`config.mk`:
```
export PLATFORM = sky130hd
export DESIGN_NAME = branch_redirect_ctrl
export DESIGN_NICKNAME = d
export VERILOG_FILES = /design/src/rtl/branch_pkg.sv /design/src/rtl/branch_cond_eval.sv /design/src/rtl/branch_redirect_ctrl.sv
export SDC_FILE = /design/constraint.sdc
export NUM_CORES = 1
export LEC_CHECK = 0
export CAP_MARGIN = 0
export CORE_ASPECT_RATIO = 2
export CORE_MARGIN = 5
export CORE_UTILIZATION = 58
export DETAILED_ROUTE_END_ITERATION = 8
export DONT_BUFFER_PORTS = 1
export PLACE_DENSITY_LB_ADDON = 0.05
export SLEW_MARGIN = 20
export SYNTH_ARGS = -nofsm -noshare
export SYNTH_HDL_FRONTEND = slang
export SYNTH_HIERARCHICAL = 1
export SYNTH_SLANG_ARGS = --single-unit
```
`constraint.sdc`:
```
create_clock -name clk -period 4.9 [get_ports clk]
set_input_delay 0.735 -clock clk [delete_from_list [all_inputs] [get_ports clk]]
set_output_delay 0.735 -clock clk [all_outputs]
set_load 0.05 [all_outputs]
```
`src/rtl/branch_pkg.sv`:
```
// Shared constants and types for the branch redirect controller.
package branch_pkg;

  localparam logic [6:0] OP_BRANCH = 7'b1100011;
  localparam logic [6:0] OP_JAL    = 7'b1101111;
  localparam logic [6:0] OP_JALR   = 7'b1100111;

  typedef enum logic [2:0] {
    F3Beq  = 3'b000,
    F3Bne  = 3'b001,
    F3Blt  = 3'b100,
    F3Bge  = 3'b101,
    F3Bltu = 3'b110,
    F3Bgeu = 3'b111
  } br_funct3_e;

  typedef enum logic {
    StIdle,
    StPending
  } br_state_e;

endpackage

```
`src/rtl/branch_cond_eval.sv`:
```
// Combinational taken/not-taken decision for JAL, JALR and conditional branches.
module branch_cond_eval
  import branch_pkg::*;
#(
  parameter int unsigned XLEN = 32
) (
  input  logic [6:0]      opcode,
  input  logic [2:0]      funct3,
  input  logic [XLEN-1:0] rs1,
  input  logic [XLEN-1:0] rs2,
  output logic            taken
);

  always_comb begin
    taken = 1'b0;
    case (opcode)
      OP_JAL, OP_JALR: taken = 1'b1;
      OP_BRANCH: begin
        case (br_funct3_e'(funct3))
          F3Beq:   taken = (rs1 == rs2);
          F3Bne:   taken = (rs1 != rs2);
          F3Blt:   taken = ($signed(rs1) <  $signed(rs2));
          F3Bge:   taken = ($signed(rs1) >= $signed(rs2));
          F3Bltu:  taken = (rs1 <  rs2);
          F3Bgeu:  taken = (rs1 >= rs2);
          default: taken = 1'b0;
        endcase
      end
      default: taken = 1'b0;
    endcase
  end

endmodule

```
`src/rtl/branch_redirect_ctrl.sv`:
```
// Resolves EX control flow and holds a registered PC redirect until fetch accepts it.
// Optional counters are enabled with the BRANCH_REDIRECT_STATS_EN macro.
module branch_redirect_ctrl
  import branch_pkg::*;
#(
  parameter int unsigned XLEN = 32
) (
  input  logic            clk,
  input  logic            reset,
  input  logic            ex_valid,
  input  logic [6:0]      ex_opcode,
  input  logic [2:0]      ex_funct3,
  input  logic [XLEN-1:0] ex_rs1,
  input  logic [XLEN-1:0] ex_rs2,
  input  logic [XLEN-1:0] ex_target,
  input  logic            imem_ready,
  output logic            redirect_valid,
  output logic [XLEN-1:0] redirect_pc,
  output logic            flush,
  output logic            br_taken
`ifdef BRANCH_REDIRECT_STATS_EN
  ,
  output logic [31:0]     stat_branches,
  output logic [31:0]     stat_taken,
  output logic [31:0]     stat_stall_cycles
`endif
);

  br_state_e       state;
  logic            ex_taken;
  logic [XLEN-1:0] target_pc;

  branch_cond_eval #(
    .XLEN (XLEN)
  ) u_cond (
    .opcode (ex_opcode),
    .funct3 (ex_funct3),
    .rs1    (ex_rs1),
    .rs2    (ex_rs2),
    .taken  (ex_taken)
  );

  assign target_pc = (ex_opcode == OP_JALR) ? {ex_target[XLEN-1:1], 1'b0} : ex_target;

  // StIdle with redirect_valid set is the issue cycle; only later cycles count as PENDING.
  always_ff @(posedge clk) begin
    if (reset) begin
      state          <= StIdle;
      redirect_valid <= 1'b0;
      redirect_pc    <= '0;
      flush          <= 1'b0;
      br_taken       <= 1'b0;
    end else begin
      br_taken <= 1'b0;
      unique case (state)
        StIdle: begin
          if (redirect_valid) begin
            if (imem_ready) begin
              redirect_valid <= 1'b0;
              flush          <= 1'b0;
            end else begin
              state <= StPending;
            end
          end else if (ex_valid && ex_taken) begin
            redirect_valid <= 1'b1;
            flush          <= 1'b1;
            br_taken       <= 1'b1;
            redirect_pc    <= target_pc;
          end
        end
        StPending: begin
          if (imem_ready) begin
            state          <= StIdle;
            redirect_valid <= 1'b0;
            flush          <= 1'b0;
          end
        end
      endcase
    end
  end

`ifdef BRANCH_REDIRECT_STATS_EN
  logic resolve;
  assign resolve = ex_valid && !redirect_valid;

  always_ff @(posedge clk) begin
    if (reset) begin
      stat_branches     <= '0;
      stat_taken        <= '0;
      stat_stall_cycles <= '0;
    end else begin
      if (resolve && (ex_opcode == OP_BRANCH) && (stat_branches != 32'hFFFF_FFFF)) begin
        stat_branches <= stat_branches + 32'd1;
      end
      if (resolve && ex_taken && (stat_taken != 32'hFFFF_FFFF)) begin
        stat_taken <= stat_taken + 32'd1;
      end
      if ((state == StPending) && (stat_stall_cycles != 32'hFFFF_FFFF)) begin
        stat_stall_cycles <= stat_stall_cycles + 32'd1;
      end
    end
  end
`endif

endmodule

```
======== After elaboration in Yosys (flattened, before gate mapping) ========
Index checks and enable logic that the tools add are counted.
Widths: inputs -> output; s select.
operators by class
  order comparisons ....................... 4
  equality and inequality tests ........... 12
  muxes and demuxes ....................... 14
  bitwise logic cells ..................... 2
  reduce and logical (&&, ||, !) cells .... 5
operators with widths
  operator            count
  $ge 32x32->1        2
  $lt 32x32->1        2
  $eq 32x32->1        1
  $ne 32x32->1        1
  $eq 7x7->1 const B  3
  $eq 3x3->1 const B  4
  $mux 1              9
  $pmux 1 s2          4
  $pmux 1 s6          1
  $eq 3x1->1 const B  1
  $logic_not 3->1     1
  $ne 3x3->1 const B  1
  $reduce_and 3->1    1
  $reduce_or 3->1     1
  $ne 2x2->1 const B  1
  $not 1->1           2
  $reduce_or 2->1     1
  $logic_and 1x1->1   1
word-level totals
  register bits after elaboration ......... 36
  input bits .............................. 110
  output and inout bits ................... 35
  word-level logic and storage cells ...... 42

======== Logic depth before layout (Yosys ltp) ========
Gate-level depths: netlist of run 1.
  depth in word-level cells ............... 7
  depth in mapped cells ................... 14
  gate-level depth less buffers ........... 12

======== By module ========
The synthesis of run 1 kept the hierarchy.
by module, submodules not included
  module                times used  cells an instance  area an instance (sq um)  sequential area each (sq um)
  branch_redirect_ctrl  1           156                1302.5                    720.7
  branch_cond_eval      1           130                925.9                     0.0

======== Least setup slack after synthesis of run 1 ========
No wires, ideal clock.
  kind .................................... input -> register
  start point ............................. input port ex_rs2[14]
  end point ............................... register redirect_pc[22]
  setup time .............................. 0.068 ns
  data arrival time ....................... 3.182 ns
  data required time ...................... 4.832 ns
  slack ................................... 1.649 ns
  stages on the path ...................... 14
  buffers on the path ..................... 2
  cell sequence ........................... inv_1 -> ha_1 -> a21oi_2 -> nand2_1 -> a221o_1 -> o31a_1 -> o2111ai_1 -> or3b_1 -> o22ai_1 -> nor4bb_1 -> buf_4 -> buf_6 -> nand2_1 -> a21oi_2
on the way
  cells in the longest elaborated chain, start to end .. 5
  elaborated cells on any way between the ends .. 10
  those cells by class .................... order compare: 4; eq/ne: 2; mux: 2; reduce/logical: 2
RTL lines
  what                                        RTL line                    RTL
  start, declared                             branch_redirect_ctrl.sv:14  input logic [XLEN-1:0] ex_rs2,
  $ge 32x32->1, or another cell as far along  branch_cond_eval.sv:25      F3Bgeu: taken = (rs1 >= rs2);
  $pmux 1 s6 *                                branch_cond_eval.sv:19      case (br_funct3_e'(funct3))
  $pmux 1 s2 *                                branch_cond_eval.sv:16      case (opcode)
  via ex_taken                                branch_redirect_ctrl.sv:30  logic ex_taken;
  $logic_and 1x1->1 *                         branch_redirect_ctrl.sv:64  end else if (ex_valid && ex_taken) begin
  $reduce_and 3->1 (no line) *                --
  end signal, assigned                        branch_redirect_ctrl.sv:68  redirect_pc <= target_pc;
  end, declared                               branch_redirect_ctrl.sv:18  output logic [XLEN-1:0] redirect_pc,
The timed path passes the listed nets; every way through them passes the cells marked *.
A chain may end at the register's enable or synchronous reset.

======== Worst setup path after layout of run 1 ========
  start point ............................. input port ex_rs2[14]
  end point ............................... register redirect_pc[14]
The elaborated chain is that of the path after synthesis.

==> qor.yml, run 1 <==
setup_violations: 0
synthSimpleGateAreaFrac_pct: 22.4
first_pass_iters: 4
critPathTopFamily: "simple AND/OR/NAND/NOR gates"
core_area_sq_um: 3800
finalCritPeriodShare_pct: 67.3
die_x_um: 53.8
vias_per_cell: 5.77
path_class: "primary input to flop"
gp_congestion: 0.929
internal_power_mw: 0.582
finalMaxSlewViolations: 0
post-cts-setup-buffers: 0
p_sw_mw: 0.147
finalNonFillerCells: 335
antenna_found_initial: 0
dieArea_sq_um: 5260
fin_skew_ps: 6.23
synth-compound-area-share_pct: 18.1
required_ps: 5110
clkPwrFrac_pct: 48.9
grt_pass1_vias: 1843
placed_area_sq_um: 2240
critPathMaxStageDelay_ps: 430
critPathBufInv: 2
synth_cell_types: 40
pwr-share-seq_pct: 41.5
n_antenna_cell: 0
grt_usage_pct: 20.2
vdd_drop_max_mv: 0.224
syn2layout_area_growth_pct: 7.86
hold_viol: 0
nets: 425
swShare_pct: 20.2
fp.dieH_um: 97.7
synth-seq-area-share_pct: 32.3
start_util_pct: 58.6
ios: 145
clk_pin_slew_worst_paths_ps: 70
synthFlopType: "dfxtp_1"
synth_warnings: 6
max_slew_margin_pct: 54.9
wl_per_cell_um: 15.5
endpoint_kind: "flop"
tns_ps: 0
cp-start-kind: "primary input"
slowest_stage: "nor4_2"
hold_buffers: 0
tightest_slew_ps: 675
final_cell_area_sq_um: 2400
cts_tree: "yes"
critPathMaxFanout: 32
synth_top_cell_area_share_pct: 32.3
cp.arrival_ps: 3510
synth-xor-area-share_pct: 0
numCtsBuffers: 5
grt_pass1_wl_um: 8150
synthAdderAreaFrac_pct: 18.0
netlist_top_cells_area: "dfxtp_1, ha_1, nand2_1"
ant_nets: 0
synthMuxAreaShare_pct: 0
clk_latency_ps: 280
place_inst: 327
grt_max_degree: 37
drc_errors: 0
yosysTopAreaCell: "dfxtp_1"
routed_wl_um: 5180
row_count: 32
fmax_mhz: 303
yosysMostFrequentCell: "nand2_1"
synth_area_per_cell_sq_um: 7.79
crit_chain: "inv_1, ha_1, nand4_1, nor4_2, a21boi_1, o31a_1, nor4_1, or3b_1, o22ai_1, nor4bb_4, buf_4, nand2_1, a21oi_1"
cts_buffer_depth: 2
cts_resized: 0
portBuffers: 0
cellPowerDensity_nw_per_um2: 303
dp_hpwl_um: 4340
vias: 1932
syn_nets: 428
drt_iter0_drc: 26
synth_common_cells: "nand2_1, a21oi_1, dfxtp_1"
async_flop_share_pct: 0
grt_overflow_total: 0
rsz0062_at_grt: "no"
power.share.combinational_pct: 9.6
outcome: "complete, no violations"
min_path_type: "primary input to flop"
synth_top_family_by_area: "simple AND/OR/NAND/NOR gates"
rrSetupSlack_ps: 3260
synth_edf_count: 0
drv_cap: 0
nFillCells: 360
ctsHtreeMaxLevel: 2
p_leak_nw: 1.01
fin_crit_ps: 3300
synthCells: 286
clock_sinks: 36
drive_gt1_share_pct: 8.45
synth_area_sq_um: 2230
utilization_pct: 63.2
ys_ff_latch: 36
ctsRootBufferMaster: "clkbuf_8"
-- metal layers --
layer | part of all wire (%) | GRT usage [%] | up-vias
li1 | - | - | 962
met1 | 32 | 20.6 | 852
met2 | 54 | 34.8 | 104
met3 | 9.8 | 5.53 | 14
met4 | 3.7 | 11.2 | 0
met5 | 0 | 0 | -
-- worst paths after layout --
check	startpoint	endpoint	cells past startpoint
setup reg to reg	redirect_valid	redirect_pc[31]	4
hold / removal	reset	redirect_pc[31]	1
setup / recovery	ex_rs2[14]	redirect_pc[14]	13
hold reg to reg	state	state	2
-- cells by family (layout without fill, tap and decap cells) --
| family | after synthesis | count (layout) |
|---|---|---|
| simple gates | 107 | 107 |
| fa+ha+maj | 32 | 32 |
| flops | 36 | 36 |
| buf+inv | 46 | 44 |
| compound gates | 65 | 65 |
-- worst register-to-register path: cells and delay by family (launching register included) --
kind                   cells  cell delay, ps
DFF                        1             760
and+or+nand+nor            2             360
buffers and inverters      1             320
AOI/OAI and AO/OA          1             150
-- flip-flops by register name (all words and copies together), names as in the netlist --
name	flops
br_taken	1
redirect_valid	1
flush	1
state	1
redirect_pc	32
-- power groups by stage --
| stage | combinational, mW | sequential [mW] | clock (mW) |
|---|---|---|---|
| 2_1_floorplan | 0.0623 | 0.308 | 0 |
| 3_3_place_gp | 0.0698 | 0.309 | 0 |
| 3_5_place_dp | 0.0708 | 0.309 | 0 |
| 4_1_cts | 0.0713 | 0.302 | 0.364 |
| 5_1_grt | 0.0840 | 0.302 | 0.380 |
| 6_report | 0.0701 | 0.302 | 0.356 |
-- cell type report --
class | count | area, sq um | area share (%)
multi-input cells | 204 | 1320 | 54.8
flip-flops and latches | 36 | 721 | 30.0
inverters | 34 | 128 | 5.31
clock inverters | 3 | 90.1 | 3.75
clock buffers | 5 | 68.8 | 2.86
well taps | 51 | 63.8 | 2.65
repair buffers | 2 | 15.0 | 0.625
-- placed cells by master (no fill, tap or decap), types with 3 or more instances in the layout --
cell / count
a21oi_1: 39
a21oi_2: 8
bufinv_16: 3
clkbuf_8: 5
dfxtp_1: 36
ha_1: 32
inv_1: 34
nand2_1: 71
nand3_1: 4
nand4_1: 7
nor2_1: 6
nor2b_1: 3
nor3_1: 3
nor4_1: 3
o21ai_0: 3
-- stage by stage --
stage | power [mW] | hold WS, ps | worst slack, ps
floorplan | 0.371 | 500 | 1650
global placement | 0.379 | 574 | 1370
detailed placement | 0.380 | 579 | 1310
CTS | 0.737 | 497 | 1590
global route | 0.766 | 489 | 1220
finish | 0.729 | 509 | 1600
(Power assumes the default switching activity.)
==> run 2: changes to the inputs <==
--- a/config.mk
+++ b/config.mk
@@ -8,7 +8,7 @@
 export CAP_MARGIN = 0
 export CORE_ASPECT_RATIO = 2
 export CORE_MARGIN = 5
-export CORE_UTILIZATION = 58
+export CORE_UTILIZATION = 57
 export DETAILED_ROUTE_END_ITERATION = 8
 export DONT_BUFFER_PORTS = 1
 export PLACE_DENSITY_LB_ADDON = 0.05
==> constraint.sdc (replaced) <==
create_clock -name clk -period 2.8 [get_ports clk]
set_input_delay 0.42 -clock clk [delete_from_list [all_inputs] [get_ports clk]]
set_output_delay 0.42 -clock clk [all_outputs]
set_load 0.05 [all_outputs]
==> run 2 against run 1 <==
  * Sequential power rose by 75%
  * Clock power rose by 24%
  * Hold slack got worse by 310 ps
  * Total power rose by 62%
  * Register-to-register slack got worse by 2000 ps
==> qor.yml, run 2 (synthesis results as in run 1) <==
critPathMaxStageDelay_ps: 340  # -90 ps
outcome: "complete, no violations"
nFillCells: 245  # -32%
core_area_sq_um: 3800  # unchanged
ios: 145  # unchanged
final_common_cell: "nand2_1"
final_cell_area_sq_um: 3030  # +26%
fp.dieH_um: 98.4  # +0.78%
gp_congestion: 0.841  # -9.5%
drc_errors: 0  # unchanged
layout_common_cells: "nand2_1, dfxtp_1, a21oi_1, buf_4"
grt_usage_pct: 22.1  # +1.9 points
fin_skew_ps: 5.65  # -0.588 ps
crit_chain: "inv_8, ha_4, nand4_1, nor3_2, a221o_1, a211o_1, buf_4, o31a_2, a21oi_1, o22ai_2, buf_4, nand4bb_1, buf_12, nand2_1, a21oi_2"
internal_power_mw: 0.896  # +54%
critPathBufInv: 4  # +2
ctsRootBufferMaster: "clkbuf_8"
r2r-start: "redirect_valid"
path_class: "primary input to flop"
tightest_slew_ps: 665  # -9.58 ps
fmax_mhz: 358
grt_overflow_total: 0  # unchanged
grt_pass1_vias: 2142  # +16%
vdd_drop_max_mv: 0.420  # +88%
use_met3_pct: 6.81  # +1.3 points
numCtsBuffers: 5  # unchanged
grt_pass1_wl_um: 9060  # +11%
wl_per_cell_um: 17.5  # +13%
setup_violations: 0  # unchanged
hold_ws_ps: 196  # -313 ps
cp-start-kind: "primary input"
rsz0062_at_grt: "yes"
busiest_layer: "met2"
clk_pin_slew_worst_paths_ps: 70  # about the same
min_path_type: "primary input to flop"
required_ps: 3010  # -2100 ps
pwr-share-seq_pct: 44.7  # +3.2 points
cellPowerDensity_nw_per_um2: 390  # +29%
start_util_pct: 58.6  # unchanged
p_sw_mw: 0.286  # +95%
ctsHtreeMaxLevel: 2  # unchanged
dieArea_sq_um: 5340  # +1.5%
startpoint: "ex_rs2[24]"
swShare_pct: 24.2  # +4.1 points
nets: 451  # +6.1%
first_pass_iters: 4  # unchanged
critPathMaxFanout: 34  # +6.3%
fin_crit_ps: 2790
cp.arrival_ps: 3000  # -510 ps
vias_per_cell: 5.79  # +0.43%
hp-start: "reset"
use_met1_pct: 20.0  # -0.51 points
hold_viol: 0  # unchanged
clock_sinks: 36  # unchanged
syn2layout_area_growth_pct: 36.0
dp_hpwl_um: 4880  # +13%
routed_wl_um: 6320  # +22%
largest_reg_flops: 32  # unchanged
slowest_stage: "a221o_1"
finalMaxSlewViolations: 0  # unchanged
p_leak_nw: 1.14  # +13%
top_register: "redirect_pc"
cpMostUsedCell: "buf_4"
portBuffers: 0  # unchanged
max_slew_margin_pct: 55.6  # +0.64 points
critPathTopFamily: "compound AO/OA/AOI/OAI gates"
placed_area_sq_um: 2680  # +19%
ant_nets: 0  # unchanged
drv_cap: 0  # unchanged
antenna_found_initial: 0  # unchanged
clkPwrFrac_pct: 37.4  # -12 points
row_count: 32  # unchanged
cts_buffer_depth: 2  # unchanged
die_x_um: 54.2  # +0.71%
n_antenna_cell: 0  # unchanged
drive_gt1_share_pct: 38.1  # +30 points
power.share.combinational_pct: 17.8  # +8.2 points
endpoint_kind: "flop"
clk_latency_ps: 280  # about the same
hold_buffers: 0  # unchanged
finalCritPeriodShare_pct: 99.8
gr-usage-met2_pct: 41.1  # +6.3 points
drt_iter0_drc: 23  # -12%
grt_max_degree: 37  # unchanged
cts_tree: "yes"
vias: 2091  # +8.2%
==> run 2: cell count changes in the layout (fill, tap and decap cells not counted), sizes merged <==
| cell | previous run | this run |
|---|---|---|
| bufinv | 3 | 1 |
| clkbuf | 5 | 6 |
| buf | 2 | 27 |
| clkinvlp | 0 | 1 |
| clkinv | 0 | 1 |
==> run 2: power by group through the flow <==
stage	logic, mW	clock network [mW]	registers (mW)
after global placement	0.174	0	0.541
after CTS	0.184	0.448	0.529
after global routing	0.238	0.476	0.529
after detailed placement	0.181	0	0.541
final	0.211	0.443	0.529
after floorplan	0.140	0	0.540
==> run 2: area by class of cell <==
cell class                      instances  area, sq um  area share, %
Tap cell                               51         63.8           2.11
Clock inverter                          3         42.5           1.40
Sequential cell                        36          721           23.8
Timing Repair Buffer                   28          253           8.34
Clock buffer                            5         68.8           2.27
Multi-Input combinational cell        204         1720           56.6
Inverter                               34          165           5.45
==> run 2: stage by stage <==
step                TNS [ps]  util (%)  total power [mW]  worst slack [ps]  std cells
finish                     0      79.7              1.18              5.05        361
floorplan              -1580         -             0.679             -74.2        286
CTS                        0      74.1              1.16              14.0        353
global route           -3210      79.7              1.24              -151        361
global placement       -6030      70.4             0.714              -213        343
detailed placement     -9790      70.4             0.722              -361        343
==> run 2: worst paths after layout <==
check,end,slack (ps),cells after the start
worst max-delay path,redirect_pc[24],5,15
worst min register to register,state,590,2
worst min-delay path,redirect_pc[10],200,1
worst max register to register,redirect_pc[24],1220,4
==> run 2: worst reg2reg max path, delay by kind of cell, from the launching register on <==
family	cells	cell delay, ps
AO/OA/AOI/OAI	1	190
buffers and inverters	1	210
flip-flops	1	750
AND/OR/NAND/NOR	2	370
==> run 2: repair_timing <==
action / 4_1_cts / 5_1_grt
gates cloned: 0 / 1
gates resized for setup: 3 / 29
setup buffers: 2 / 7
endpoints found under the setup margin: 14 / 33
pin swaps: 4 / 15
==> run 2: per-layer routing <==
layer,wire [um],share of wire [%]
met1,1960,31
met2,3600,57
met3,569,9.0
met4,187,3.0
met5,0,0
